==> src/rtl/food_spawner_if.sv <==
// -----------------------------------------------------------------------------
// food_spawner_if
// Occupancy query port between the food spawner and the snake body store.
// A query is a one-cycle strobe (occ_req) carrying the cell coordinates; the
// store answers on `occupied` exactly one cycle later.
//
//   occ_req   spawner -> store   query strobe
//   occ_x     spawner -> store   queried column
//   occ_y     spawner -> store   queried row
//   occupied  store -> spawner   answer, valid the cycle after occ_req
//
// Modports: master = spawner side, slave = occupancy store side.
// -----------------------------------------------------------------------------
interface food_spawner_if #(
    parameter int COORD_W = 4
) ();
    logic               occ_req;
    logic [COORD_W-1:0] occ_x;
    logic [COORD_W-1:0] occ_y;
    logic               occupied;

    modport master (
        output occ_req,
        output occ_x,
        output occ_y,
        input  occupied
    );

    modport slave (
        input  occ_req,
        input  occ_x,
        input  occ_y,
        output occupied
    );
endinterface

==> src/rtl/food_spawner.sv <==
// -----------------------------------------------------------------------------
// food_spawner
// Places food on the snake grid and produces the `win` pulse counted by the
// score counter. Candidate cells come from a free-running 16-bit Galois LFSR
// and are checked against the body store through the occupancy port. After
// MAX_TRIES occupied random candidates the block falls back to a row-major scan
// of the whole grid; if every cell is occupied it raises a sticky board_full.
//
// Ports:
//   clk, reset        clock, synchronous active-high reset
//   enable            game running; low freezes FSM/tries/scan pointer, win=0
//   move_tick         one-cycle strobe, head_x/head_y valid with it
//   head_x, head_y    snake head coordinates
//   occ               occupancy query port (food_spawner_if.master)
//   food_x, food_y    current food cell
//   food_valid        food placed and displayable
//   win               food eaten pulse
//   board_full        no free cell exists; sticky until reset
//   food_bonus        current food is bonus food
//
// Optional feature, macro FOOD_BONUS_EN:
//   every 5th placement since reset is bonus food; eating it holds win high
//   for two consecutive cycles. Without the macro food_bonus is tied 0.
// -----------------------------------------------------------------------------
module food_spawner #(
    parameter int          GRID_W    = 16,
    parameter int          GRID_H    = 16,
    parameter int          COORD_W   = 4,
    parameter logic [15:0] LFSR_SEED = 16'hACE1,
    parameter int          MAX_TRIES = 8
) (
    input  logic               clk,
    input  logic               reset,
    input  logic               enable,
    input  logic               move_tick,
    input  logic [COORD_W-1:0] head_x,
    input  logic [COORD_W-1:0] head_y,
    food_spawner_if.master     occ,
    output logic [COORD_W-1:0] food_x,
    output logic [COORD_W-1:0] food_y,
    output logic               food_valid,
    output logic               win,
    output logic               board_full,
    output logic               food_bonus
);

    localparam int                 TRIES_W     = $clog2(MAX_TRIES + 1);
    localparam logic [TRIES_W-1:0] TRIES_LIMIT = TRIES_W'(MAX_TRIES);
    localparam logic [COORD_W:0]   GRID_W_L    = (COORD_W + 1)'(GRID_W);
    localparam logic [COORD_W:0]   GRID_H_L    = (COORD_W + 1)'(GRID_H);
    localparam logic [COORD_W-1:0] LAST_X      = COORD_W'(GRID_W - 1);
    localparam logic [COORD_W-1:0] LAST_Y      = COORD_W'(GRID_H - 1);
    // Galois tap mask for x^16 + x^14 + x^13 + x^11 + 1 (right-shifting form)
    localparam logic [15:0]        LFSR_TAPS   = 16'hB400;

    typedef enum logic [2:0] {
        IDLE,
        SPAWN,
        QUERY,
        CHECK,
        SCAN_Q,
        SCAN_C,
        PLACED,
        FULL
    } state_t;

    state_t             state_q, state_d;
    logic [15:0]        lfsr_q, lfsr_d;
    logic [TRIES_W-1:0] tries_q, tries_d;
    logic [COORD_W-1:0] cand_x_q, cand_x_d, cand_y_q, cand_y_d;
    logic [COORD_W-1:0] scan_x_q, scan_x_d, scan_y_q, scan_y_d;
    logic [COORD_W-1:0] food_x_q, food_x_d, food_y_q, food_y_d;
    logic               food_valid_q, food_valid_d;
    logic               win_q, win_d;
    logic               board_full_q, board_full_d;
    // pend_q marks that a query went out last cycle; resp_q keeps its answer
    // so a CHECK stalled by enable=0 still sees the right response later.
    logic               pend_q, pend_d;
    logic               resp_q, resp_d;

`ifdef FOOD_BONUS_EN
    logic [2:0]         bonus_cnt_q, bonus_cnt_d;
    logic               food_bonus_q, food_bonus_d;
    logic               win2_q, win2_d;
`endif

    logic [COORD_W-1:0] lfsr_x, lfsr_y;
    logic               out_of_range;
    logic               occ_req_w;
    logic               occ_now;
    logic [TRIES_W-1:0] tries_inc;
    logic               place;
    logic [COORD_W-1:0] place_x, place_y;

    assign lfsr_x       = lfsr_q[COORD_W-1:0];
    assign lfsr_y       = lfsr_q[2*COORD_W-1:COORD_W];
    assign out_of_range = ({1'b0, lfsr_x} >= GRID_W_L) || ({1'b0, lfsr_y} >= GRID_H_L);
    assign tries_inc    = tries_q + TRIES_W'(1);
    assign occ_now      = pend_q ? occ.occupied : resp_q;

    // A query is only issued on an enabled QUERY/SCAN_Q cycle, so a frozen FSM
    // never repeats the strobe and at most one query is ever outstanding.
    assign occ_req_w    = enable && ((state_q == QUERY) || (state_q == SCAN_Q));

    always_comb begin
        occ.occ_req = occ_req_w;
        occ.occ_x   = '0;
        occ.occ_y   = '0;
        if (state_q == QUERY) begin
            occ.occ_x = cand_x_q;
            occ.occ_y = cand_y_q;
        end else if (state_q == SCAN_Q) begin
            occ.occ_x = scan_x_q;
            occ.occ_y = scan_y_q;
        end
    end

    always_comb begin
        state_d      = state_q;
        lfsr_d       = {1'b0, lfsr_q[15:1]} ^ (lfsr_q[0] ? LFSR_TAPS : 16'h0000);
        tries_d      = tries_q;
        cand_x_d     = cand_x_q;
        cand_y_d     = cand_y_q;
        scan_x_d     = scan_x_q;
        scan_y_d     = scan_y_q;
        food_x_d     = food_x_q;
        food_y_d     = food_y_q;
        food_valid_d = food_valid_q;
        win_d        = 1'b0;
        board_full_d = board_full_q;
        pend_d       = occ_req_w;
        resp_d       = pend_q ? occ.occupied : resp_q;
        place        = 1'b0;
        place_x      = '0;
        place_y      = '0;
`ifdef FOOD_BONUS_EN
        bonus_cnt_d  = bonus_cnt_q;
        food_bonus_d = food_bonus_q;
        win2_d       = win2_q;
`endif

        if (enable) begin
            case (state_q)
                IDLE: state_d = SPAWN;

                SPAWN: begin
                    cand_x_d = lfsr_x;
                    cand_y_d = lfsr_y;
                    if (out_of_range) begin
                        // An off-grid sample is a failed try without a query.
                        if (tries_inc == TRIES_LIMIT) begin
                            tries_d  = '0;
                            scan_x_d = '0;
                            scan_y_d = '0;
                            state_d  = SCAN_Q;
                        end else begin
                            tries_d  = tries_inc;
                        end
                    end else begin
                        state_d = QUERY;
                    end
                end

                QUERY: state_d = CHECK;

                CHECK: begin
                    if (!occ_now) begin
                        place   = 1'b1;
                        place_x = cand_x_q;
                        place_y = cand_y_q;
                    end else if (tries_inc == TRIES_LIMIT) begin
                        tries_d  = '0;
                        scan_x_d = '0;
                        scan_y_d = '0;
                        state_d  = SCAN_Q;
                    end else begin
                        tries_d = tries_inc;
                        state_d = SPAWN;
                    end
                end

                SCAN_Q: state_d = SCAN_C;

                SCAN_C: begin
                    if (!occ_now) begin
                        place   = 1'b1;
                        place_x = scan_x_q;
                        place_y = scan_y_q;
                    end else if ((scan_x_q == LAST_X) && (scan_y_q == LAST_Y)) begin
                        board_full_d = 1'b1;
                        state_d      = FULL;
                    end else begin
                        if (scan_x_q == LAST_X) begin
                            scan_x_d = '0;
                            scan_y_d = scan_y_q + COORD_W'(1);
                        end else begin
                            scan_x_d = scan_x_q + COORD_W'(1);
                        end
                        state_d = SCAN_Q;
                    end
                end

                PLACED: begin
                    if (move_tick && (head_x == food_x_q) && (head_y == food_y_q)) begin
                        win_d        = 1'b1;
                        food_valid_d = 1'b0;
                        state_d      = SPAWN;
`ifdef FOOD_BONUS_EN
                        win2_d       = food_bonus_q;
                        food_bonus_d = 1'b0;
`endif
                    end
                end

                FULL: state_d = FULL;

                default: state_d = IDLE;
            endcase

`ifdef FOOD_BONUS_EN
            // Second win cycle for bonus food, issued the cycle after the first.
            if (win2_q) begin
                win_d  = 1'b1;
                win2_d = 1'b0;
            end
`endif

            if (place) begin
                food_x_d     = place_x;
                food_y_d     = place_y;
                food_valid_d = 1'b1;
                tries_d      = '0;
                state_d      = PLACED;
`ifdef FOOD_BONUS_EN
                if (bonus_cnt_q == 3'd4) begin
                    bonus_cnt_d  = 3'd0;
                    food_bonus_d = 1'b1;
                end else begin
                    bonus_cnt_d  = bonus_cnt_q + 3'd1;
                    food_bonus_d = 1'b0;
                end
`endif
            end
        end
    end

    always_ff @(posedge clk) begin
        if (reset) begin
            state_q      <= IDLE;
            lfsr_q       <= LFSR_SEED;
            tries_q      <= '0;
            cand_x_q     <= '0;
            cand_y_q     <= '0;
            scan_x_q     <= '0;
            scan_y_q     <= '0;
            food_x_q     <= '0;
            food_y_q     <= '0;
            food_valid_q <= 1'b0;
            win_q        <= 1'b0;
            board_full_q <= 1'b0;
            pend_q       <= 1'b0;
            resp_q       <= 1'b0;
`ifdef FOOD_BONUS_EN
            bonus_cnt_q  <= 3'd0;
            food_bonus_q <= 1'b0;
            win2_q       <= 1'b0;
`endif
        end else begin
            state_q      <= state_d;
            lfsr_q       <= lfsr_d;
            tries_q      <= tries_d;
            cand_x_q     <= cand_x_d;
            cand_y_q     <= cand_y_d;
            scan_x_q     <= scan_x_d;
            scan_y_q     <= scan_y_d;
            food_x_q     <= food_x_d;
            food_y_q     <= food_y_d;
            food_valid_q <= food_valid_d;
            win_q        <= win_d;
            board_full_q <= board_full_d;
            pend_q       <= pend_d;
            resp_q       <= resp_d;
`ifdef FOOD_BONUS_EN
            bonus_cnt_q  <= bonus_cnt_d;
            food_bonus_q <= food_bonus_d;
            win2_q       <= win2_d;
`endif
        end
    end

    assign food_x     = food_x_q;
    assign food_y     = food_y_q;
    assign food_valid = food_valid_q;
    assign board_full = board_full_q;
    // enable=0 suppresses win immediately, not just from the next edge.
    assign win        = win_q & enable;
`ifdef FOOD_BONUS_EN
    assign food_bonus = food_bonus_q;
`else
    assign food_bonus = 1'b0;
`endif

endmodule

==> src/flat_wrapper.sv <==
// flat-port wrapper written by rule: the top's interface ports become plain ports
module food_spawner_flat 
#(
    parameter int          GRID_W    = 16,
    parameter int          GRID_H    = 16,
    parameter int          COORD_W   = 4,
    parameter logic [15:0] LFSR_SEED = 16'hACE1,
    parameter int          MAX_TRIES = 8
)
  (clk, reset, enable, move_tick, head_x, head_y, food_x, food_y, food_valid, win, board_full, food_bonus, occ_occ_req, occ_occ_x, occ_occ_y, occ_occupied);
  food_spawner_if #(.COORD_W(COORD_W)) occ_i ();
  input  logic clk;
  input  logic reset;
  input  logic enable;
  input  logic move_tick;
  input  logic [COORD_W-1:0] head_x;
  input  logic [COORD_W-1:0] head_y;
  output logic [COORD_W-1:0] food_x;
  output logic [COORD_W-1:0] food_y;
  output logic food_valid;
  output logic win;
  output logic board_full;
  output logic food_bonus;
  output wire logic [$bits(occ_i.occ_req)-1:0] occ_occ_req;
  output wire logic [$bits(occ_i.occ_x)-1:0] occ_occ_x;
  output wire logic [$bits(occ_i.occ_y)-1:0] occ_occ_y;
  input wire logic [$bits(occ_i.occupied)-1:0] occ_occupied;
  assign occ_occ_req = occ_i.occ_req;
  assign occ_occ_x = occ_i.occ_x;
  assign occ_occ_y = occ_i.occ_y;
  assign occ_i.occupied = occ_occupied;
  food_spawner #(.GRID_W(GRID_W), .GRID_H(GRID_H), .COORD_W(COORD_W), .LFSR_SEED(LFSR_SEED), .MAX_TRIES(MAX_TRIES)) u_core (.clk(clk), .reset(reset), .enable(enable), .move_tick(move_tick), .head_x(head_x), .head_y(head_y), .occ(occ_i), .food_x(food_x), .food_y(food_y), .food_valid(food_valid), .win(win), .board_full(board_full), .food_bonus(food_bonus));
endmodule
==> config.mk <==
export PLATFORM = sky130hd
export DESIGN_NAME = food_spawner_flat
export DESIGN_NICKNAME = d
export VERILOG_FILES = /design/src/rtl/food_spawner_if.sv /design/src/rtl/food_spawner.sv /design/src/flat_wrapper.sv
export SDC_FILE = /design/constraint.sdc
export NUM_CORES = 1
export LEC_CHECK = 0
export BUFFER_PORTS_ARGS = -buffer_cell sky130_fd_sc_hd__buf_2
export CORE_ASPECT_RATIO = 0.5
export CORE_MARGIN = 1.5
export CORE_UTILIZATION = 61
export CTS_CLUSTER_SIZE = 12
export DETAILED_ROUTE_END_ITERATION = 8
export PLACE_DENSITY = 0.83
export SYNTH_ARGS = -nofsm -noshare
export SYNTH_HDL_FRONTEND = slang
export SYNTH_SLANG_ARGS = --single-unit
export TNS_END_PERCENT = 100
==> constraint.sdc <==
create_clock -name clk -period 4.06 [get_ports clk]
set_clock_uncertainty 0.1 [all_clocks]
set_input_delay 0.406 -clock clk [delete_from_list [all_inputs] [get_ports clk]]
set_output_delay 0.406 -clock clk [all_outputs]
set_load 0.01 [all_outputs]
Word level (Yosys, flattened, before mapping)
Cells that the tools add are included.
{"block": "word_totals", "inputBits": 13, "regBits": 52, "elab_cells": 102}
{"block": "op_classes", "n_bitwise": 4, "eq_ne": 20, "reduce_logical": 21, "mux": 40, "add_sub_neg": 3}
{"operator": "$mux 4", "n": 20}
{"operator": "$pmux 4 s2", "n": 4}
{"operator": "$pmux 3 s8", "n": 1}
{"operator": "$mux 16", "n": 1}
{"operator": "$xor 15x16->16", "n": 1}
{"operator": "$mux 3", "n": 5}
{"operator": "$add 4x1->4 const B", "n": 3}
{"operator": "$eq 3x3->1 const B", "n": 4}
{"operator": "$eq 4x4->1 const B", "n": 3}
{"operator": "$reduce_bool 2->1", "n": 5}
{"operator": "$ne 3x1->1 const B", "n": 3}
{"operator": "$eq 4x4->1", "n": 2}
{"operator": "$mux 1", "n": 8}
{"operator": "$ne 2x1->1 const B", "n": 4}
{"operator": "$reduce_and 4->1", "n": 2}
{"operator": "$reduce_and 7->1", "n": 1}
{"operator": "$eq 3x2->1 const B", "n": 2}
{"operator": "$reduce_and 3->1", "n": 2}
{"operator": "$reduce_and 6->1", "n": 1}
{"operator": "$logic_and 1x1->1", "n": 4}
{"operator": "$reduce_and 2->1", "n": 2}
{"operator": "$eq 3x1->1 const B", "n": 1}
{"operator": "$logic_not 3->1", "n": 1}
{"operator": "$reduce_or 3->1", "n": 1}
{"operator": "other kinds (6)", "n": 7}

Longest topological paths before layout
{"block": "depth", "word_depth": 6, "ltp_mapped": 8}

Worst setup path after synthesis
OpenSTA, ideal clock, no wires.
{"block": "synth_timing", "path_kind": "flip-flop to flip-flop", "from": "register u_core.tries_q[0]", "to": "register u_core.scan_y_q[1]", "arrival_ns": 1.721, "required_ns": 3.828, "path_buffers": 0, "slack_ns": 2.107, "synth_period_minus_slack_ns": 1.953, "path_stages_with_launch": 7, "cell_sequence": "dfxtp_1 ha_1 inv_1 or4_1 o311a_1 o41ai_1 a21oi_1"}
{"block": "synth_via", "elab_chain_len": 4}
{"element": "from (decl)", "line_no": "food_spawner.sv:69", "source": "logic [TRIES_W-1:0] tries_q, tries_d;"}
{"element": "from (signal assigned)", "line_no": "food_spawner.sv:271", "source": "tries_q <= tries_d;"}
{"element": "$add 4x1->4", "line_no": "food_spawner.sv:98", "source": "assign tries_inc = tries_q + TRIES_W'(1);"}
{"element": "$eq 4x4->1"}
{"element": "$ne 2x1->1 (no source line)"}
{"element": "$reduce_and 7->1 (no source line)"}
{"element": "to (signal assigned)", "line_no": "food_spawner.sv:275", "source": "scan_y_q <= scan_y_d;"}
{"element": "to (decl)", "line_no": "food_spawner.sv:71", "source": "logic [COORD_W-1:0] scan_x_q, scan_x_d, scan_y_q, scan_y_d;"}
Every way passes these cells.
A chain may end at the register's enable or synchronous reset.

Final worst setup path
{"block": "layout_timing", "from": "register u_core.state_q[1]", "to": "register u_core.food_x_q[3] (netlist: u_core.food_x[3])"}
{"block": "layout_via", "elab_chain_len": 5, "elab_cells_between_ends": 7, "classes_between": "eq/ne (2); mux (3); reduce/logical (2)"}
{"element": "from (decl)", "line_no": "food_spawner.sv:67", "source": "state_t state_q, state_d;"}
{"element": "from (signal assigned)", "line_no": "food_spawner.sv:269", "source": "state_q <= state_d;"}
{"element": "$eq 3x2->1 or $eq 3x3->1 (tied branches)", "line_no": "food_spawner.sv:143", "source": "case (state_q)"}
{"element": "$reduce_or 2->1 (no source line)"}
{"element": "$mux 1"}
{"element": "$mux 1", "line_no": "food_spawner.sv:142", "source": "if (enable) begin"}
{"element": "$reduce_and 2->1 (no source line)"}
{"element": "to (signal assigned)", "line_no": "food_spawner.sv:276", "source": "food_x_q <= food_x_d;"}
{"element": "to (decl)", "line_no": "food_spawner.sv:72", "source": "logic [COORD_W-1:0] food_x_q, food_x_d, food_y_q, food_y_d;"}
Parallel ways exist; a longest one is shown, timed or not. The select of a mux whose other input is x is not followed.

==> flow_metrics.env <==
export IMPL_die_h_um=48.3
export IMPL_drt_total_wl_um=5650
export IMPL_r2r_cells=5
export IMPL_holdPathStages=1
export IMPL_portBuffers=32
export IMPL_ys_types=60
export IMPL_syn_inst=280
export IMPL_fill_cells=324
export IMPL_grt_max_degree=51
export IMPL_clkLatencyLatePin_ps=300
export IMPL_fmax_ghz=0.393
export IMPL_synth_compound_area_share=0.199
export IMPL_r2r_end="u_core.food_x[3]"
export IMPL_synth_seq_cells=52
export IMPL_slew_headroom=0.417
export IMPL_synth_xor_area_share=0.0450
export IMPL_yosys_area_share_adder=0.0200
export IMPL_track_usage=0.259
export IMPL_synthTopCellsByCount="52 x dfxtp_1, 44 x nor2_1, 17 x a22oi_1, 15 x nand2_1, 13 x a21oi_1"
export IMPL_yosysTopAreaCell="dfxtp_1"
export IMPL_cp_start_kind="register"
export IMPL_fin_area_sq_um=2760
export IMPL_num_vias=2175
export IMPL_grt_pass1_vias=1969
export IMPL_r2r_start="u_core.state_q[1]"
export IMPL_setup_tns_ps=0
export IMPL_nNetsFinal=321
export IMPL_core_sq_um=3920
export IMPL_cts_hold_buf=0
export IMPL_hpwl_um=3940
export IMPL_rows=16
export IMPL_cellLeakagePower_nw=1.08
export IMPL_worstMarginPinSlew_ps=874
export IMPL_crit_required_ps=4170
export IMPL_synth_edff_count=0
export IMPL_slew_viol_final=0
export IMPL_synthesis_nets=297
export IMPL_first_pass_iters=5
export IMPL_cts_setup_buffers=0
export IMPL_grt_pass1_wl_um=9160
export IMPL_synth_most_common_cell="dfxtp_1"
export IMPL_ys_async_sr_fraction=0
export IMPL_post_cts_resized=0
export IMPL_cp_arrival_ps=2660
export IMPL_fin_crit_ps=2550
export IMPL_p_int_w=0.000756
export IMPL_place_gp_congestion=0.896
export IMPL_holdPathEnd="u_core.lfsr_q[11]"
export IMPL_worstPathMaxFanout=13
export IMPL_powerDensity_nw_per_um2=365
export IMPL_antenna_found_initial=0
export IMPL_muxShareOfSynthArea=0.0420
export IMPL_cts_tree="done"
export IMPL_worstHoldStart="u_core.lfsr_q[12]"
export IMPL_clk_pin_slew_ps=100
export IMPL_netlist_top_cells_area="dfxtp_1 42%, nor2_1 6.6%, a22oi_1 5.1%, mux2i_1 3.6%, a21oi_1 2.6%"
export IMPL_final_util=0.702
export IMPL_rsz0062_at_grt="no"
export IMPL_ios=34
export IMPL_cts_root_buffer="clkbuf_8"
export IMPL_cts_sinks=52
export IMPL_synth_top_family_by_area="simple AND/OR/NAND/NOR gates"
export IMPL_power_share_combinational=0.094
export IMPL_endpoint_kind="register"
export IMPL_dr_first_iter_drc_count=239
export IMPL_synthFlopType="dfxtp_1"
export IMPL_min_period_over_period=0.627
export IMPL_drive_gt1_frac=0.177
export IMPL_worstSetupPathType="register to register"
export IMPL_status="finished, final reports clean"
export IMPL_ctsLongestPathBuffers=2
export IMPL_netlist_area_sq_um=2500
export IMPL_die_width_um=93.6
export IMPL_clockPowerShare=0.358
export IMPL_finalSetupViolCount=0
export IMPL_initial_core_util=0.638
export IMPL_vias_per_cell=6.06
export IMPL_rrSetupSlack_ps=1510
export IMPL_syn_to_final_growth_pct=10.1
export IMPL_synth_top_area_share=0.416
export IMPL_insertedDiodeCount=0
export IMPL_yosys_warnings=0
export IMPL_ir_drop_mv=0.245
export IMPL_place_area_sq_um=2650
export IMPL_yosysSeqAreaShare=0.416
export IMPL_seq_power_share=0.549
export IMPL_drc=0
export IMPL_cts_made_buffers=5
export IMPL_p_switching_w=0.000249
export IMPL_synth_area_per_cell_sq_um=8.94
export IMPL_hold_viol=0
export IMPL_min_path_type="register to register"
export IMPL_max_cap_viol_count=0
export IMPL_postRouteAntennaNets=0
export IMPL_swShare=0.248
export IMPL_yosys_area_share_simple=0.233
export IMPL_gr_total_overflow=0
export IMPL_h_tree_depth=2
export IMPL_post_drt_wl_per_cell_um=15.7
export IMPL_dieArea_sq_um=4520
==> cell usage in the layout, fill, tap and decap left out, drive strengths merged, types with 2 or more instances in the layout <==
cell type and instances:
dfxtp 52, nor2 44, buf 32, a22oi 17, nand2 15, a21oi 13, mux2i 9, nor2b 9
a211oi 8, xor2 7, o21ai 7, nor3 7, inv 7, or2 6, clkbuf 6, nand4 5
xnor2 5, and2 4, nand3 4, or3 4, ha 4, a31oi 3, nor3b 3, nand2b 2
a21o 2, a311o 2, or3b 2
==> how the worst max path moves through the flow <==
stage                            startpoint            endpoint  slack, ps
after floorplan           u_core.tries_q[0]  u_core.scan_y_q[1]       2110
after detailed placement  u_core.state_q[1]    u_core.food_y[3]       1590
after CTS                 u_core.state_q[1]    u_core.food_x[3]       1540
final                     u_core.state_q[1]    u_core.food_x[3]       1510
after global routing      u_core.state_q[1]    u_core.food_y[2]       1330
after global placement    u_core.state_q[1]    u_core.food_x[3]       1690
==> critical path, cell delays in order, from the launching register on <==
cell      delay [ps]
dfxtp_1          610
nor2b_2          530
nand2_1          200
nor2_1           530
a22oi_1          220
a211oi_1         260
==> power groups by stage <==
stage	registers (W)	clock network (W)	logic (W)
floorplan	0.000553	0	0.0000801
global placement	0.000562	0	0.0000904
detailed placement	0.000563	0	0.0000928
CTS	0.000551	0.000363	0.0000937
global route	0.000555	0.000387	0.000104
finish	0.000552	0.000360	0.0000940
==> per-stage QoR <==
step / hold WS, ps / power (W) / setup slack, ps / std cells
after global placement: 294 / 0.000652 / 1690 / 351
after floorplan: 289 / 0.000633 / 2110 / 280
final: 319 / 0.00101 / 1510 / 359
after global routing: 346 / 0.00105 / 1330 / 359
after detailed placement: 299 / 0.000656 / 1590 / 351
after CTS: 323 / 0.00101 / 1540 / 359
==> logic make-up (layout without fill, tap and decap cells) <==
group / count (synthesis) / after routing
mux: 10 / 10
compound gates: 68 / 68
xor+xnor: 12 / 12
buf+inv: 21 / 46
simple gates: 112 / 112
fa+ha+maj: 4 / 4
flops: 52 / 52
other cells: 1 / 1
==> state kept, by name, indices dropped and copies added (netlist names) <==
name and count:
u_core.lfsr_q 16, u_core.cand_x_q 4, u_core.cand_y_q 4, u_core.food_x 4
u_core.food_y 4, u_core.scan_x_q 4, u_core.scan_y_q 4, u_core.tries_q 4
u_core.state_q 3, u_core.board_full 1, u_core.food_valid 1, u_core.pend_q 1
u_core.resp_q 1, u_core.win_q 1
==> cell type report <==
type / count / area (sq um) / area share
Clock buffer: 6 / 72.6 / 0.0263
Inverter: 6 / 22.5 / 0.00817
Tap cell: 54 / 67.6 / 0.0245
Sequential cell: 52 / 1040 / 0.378
Timing Repair Buffer: 32 / 160 / 0.0581
Clock inverter: 2 / 38.8 / 0.0141
Multi-Input combinational cell: 207 / 1350 / 0.491
==> layer usage <==
metal  global-route usage  part of all wire  vias to the layer above  routed length (um)
li1                     -                 -                     1053                   -
met1                0.353              0.45                     1034                2540
met2                0.412              0.47                       79                2650
met3               0.0660             0.072                        9                 408
met4               0.0697            0.0092                        0                  52
met5                    0                 0                        -                   0
No activity file was read; power rests on OpenSTA's default activity.
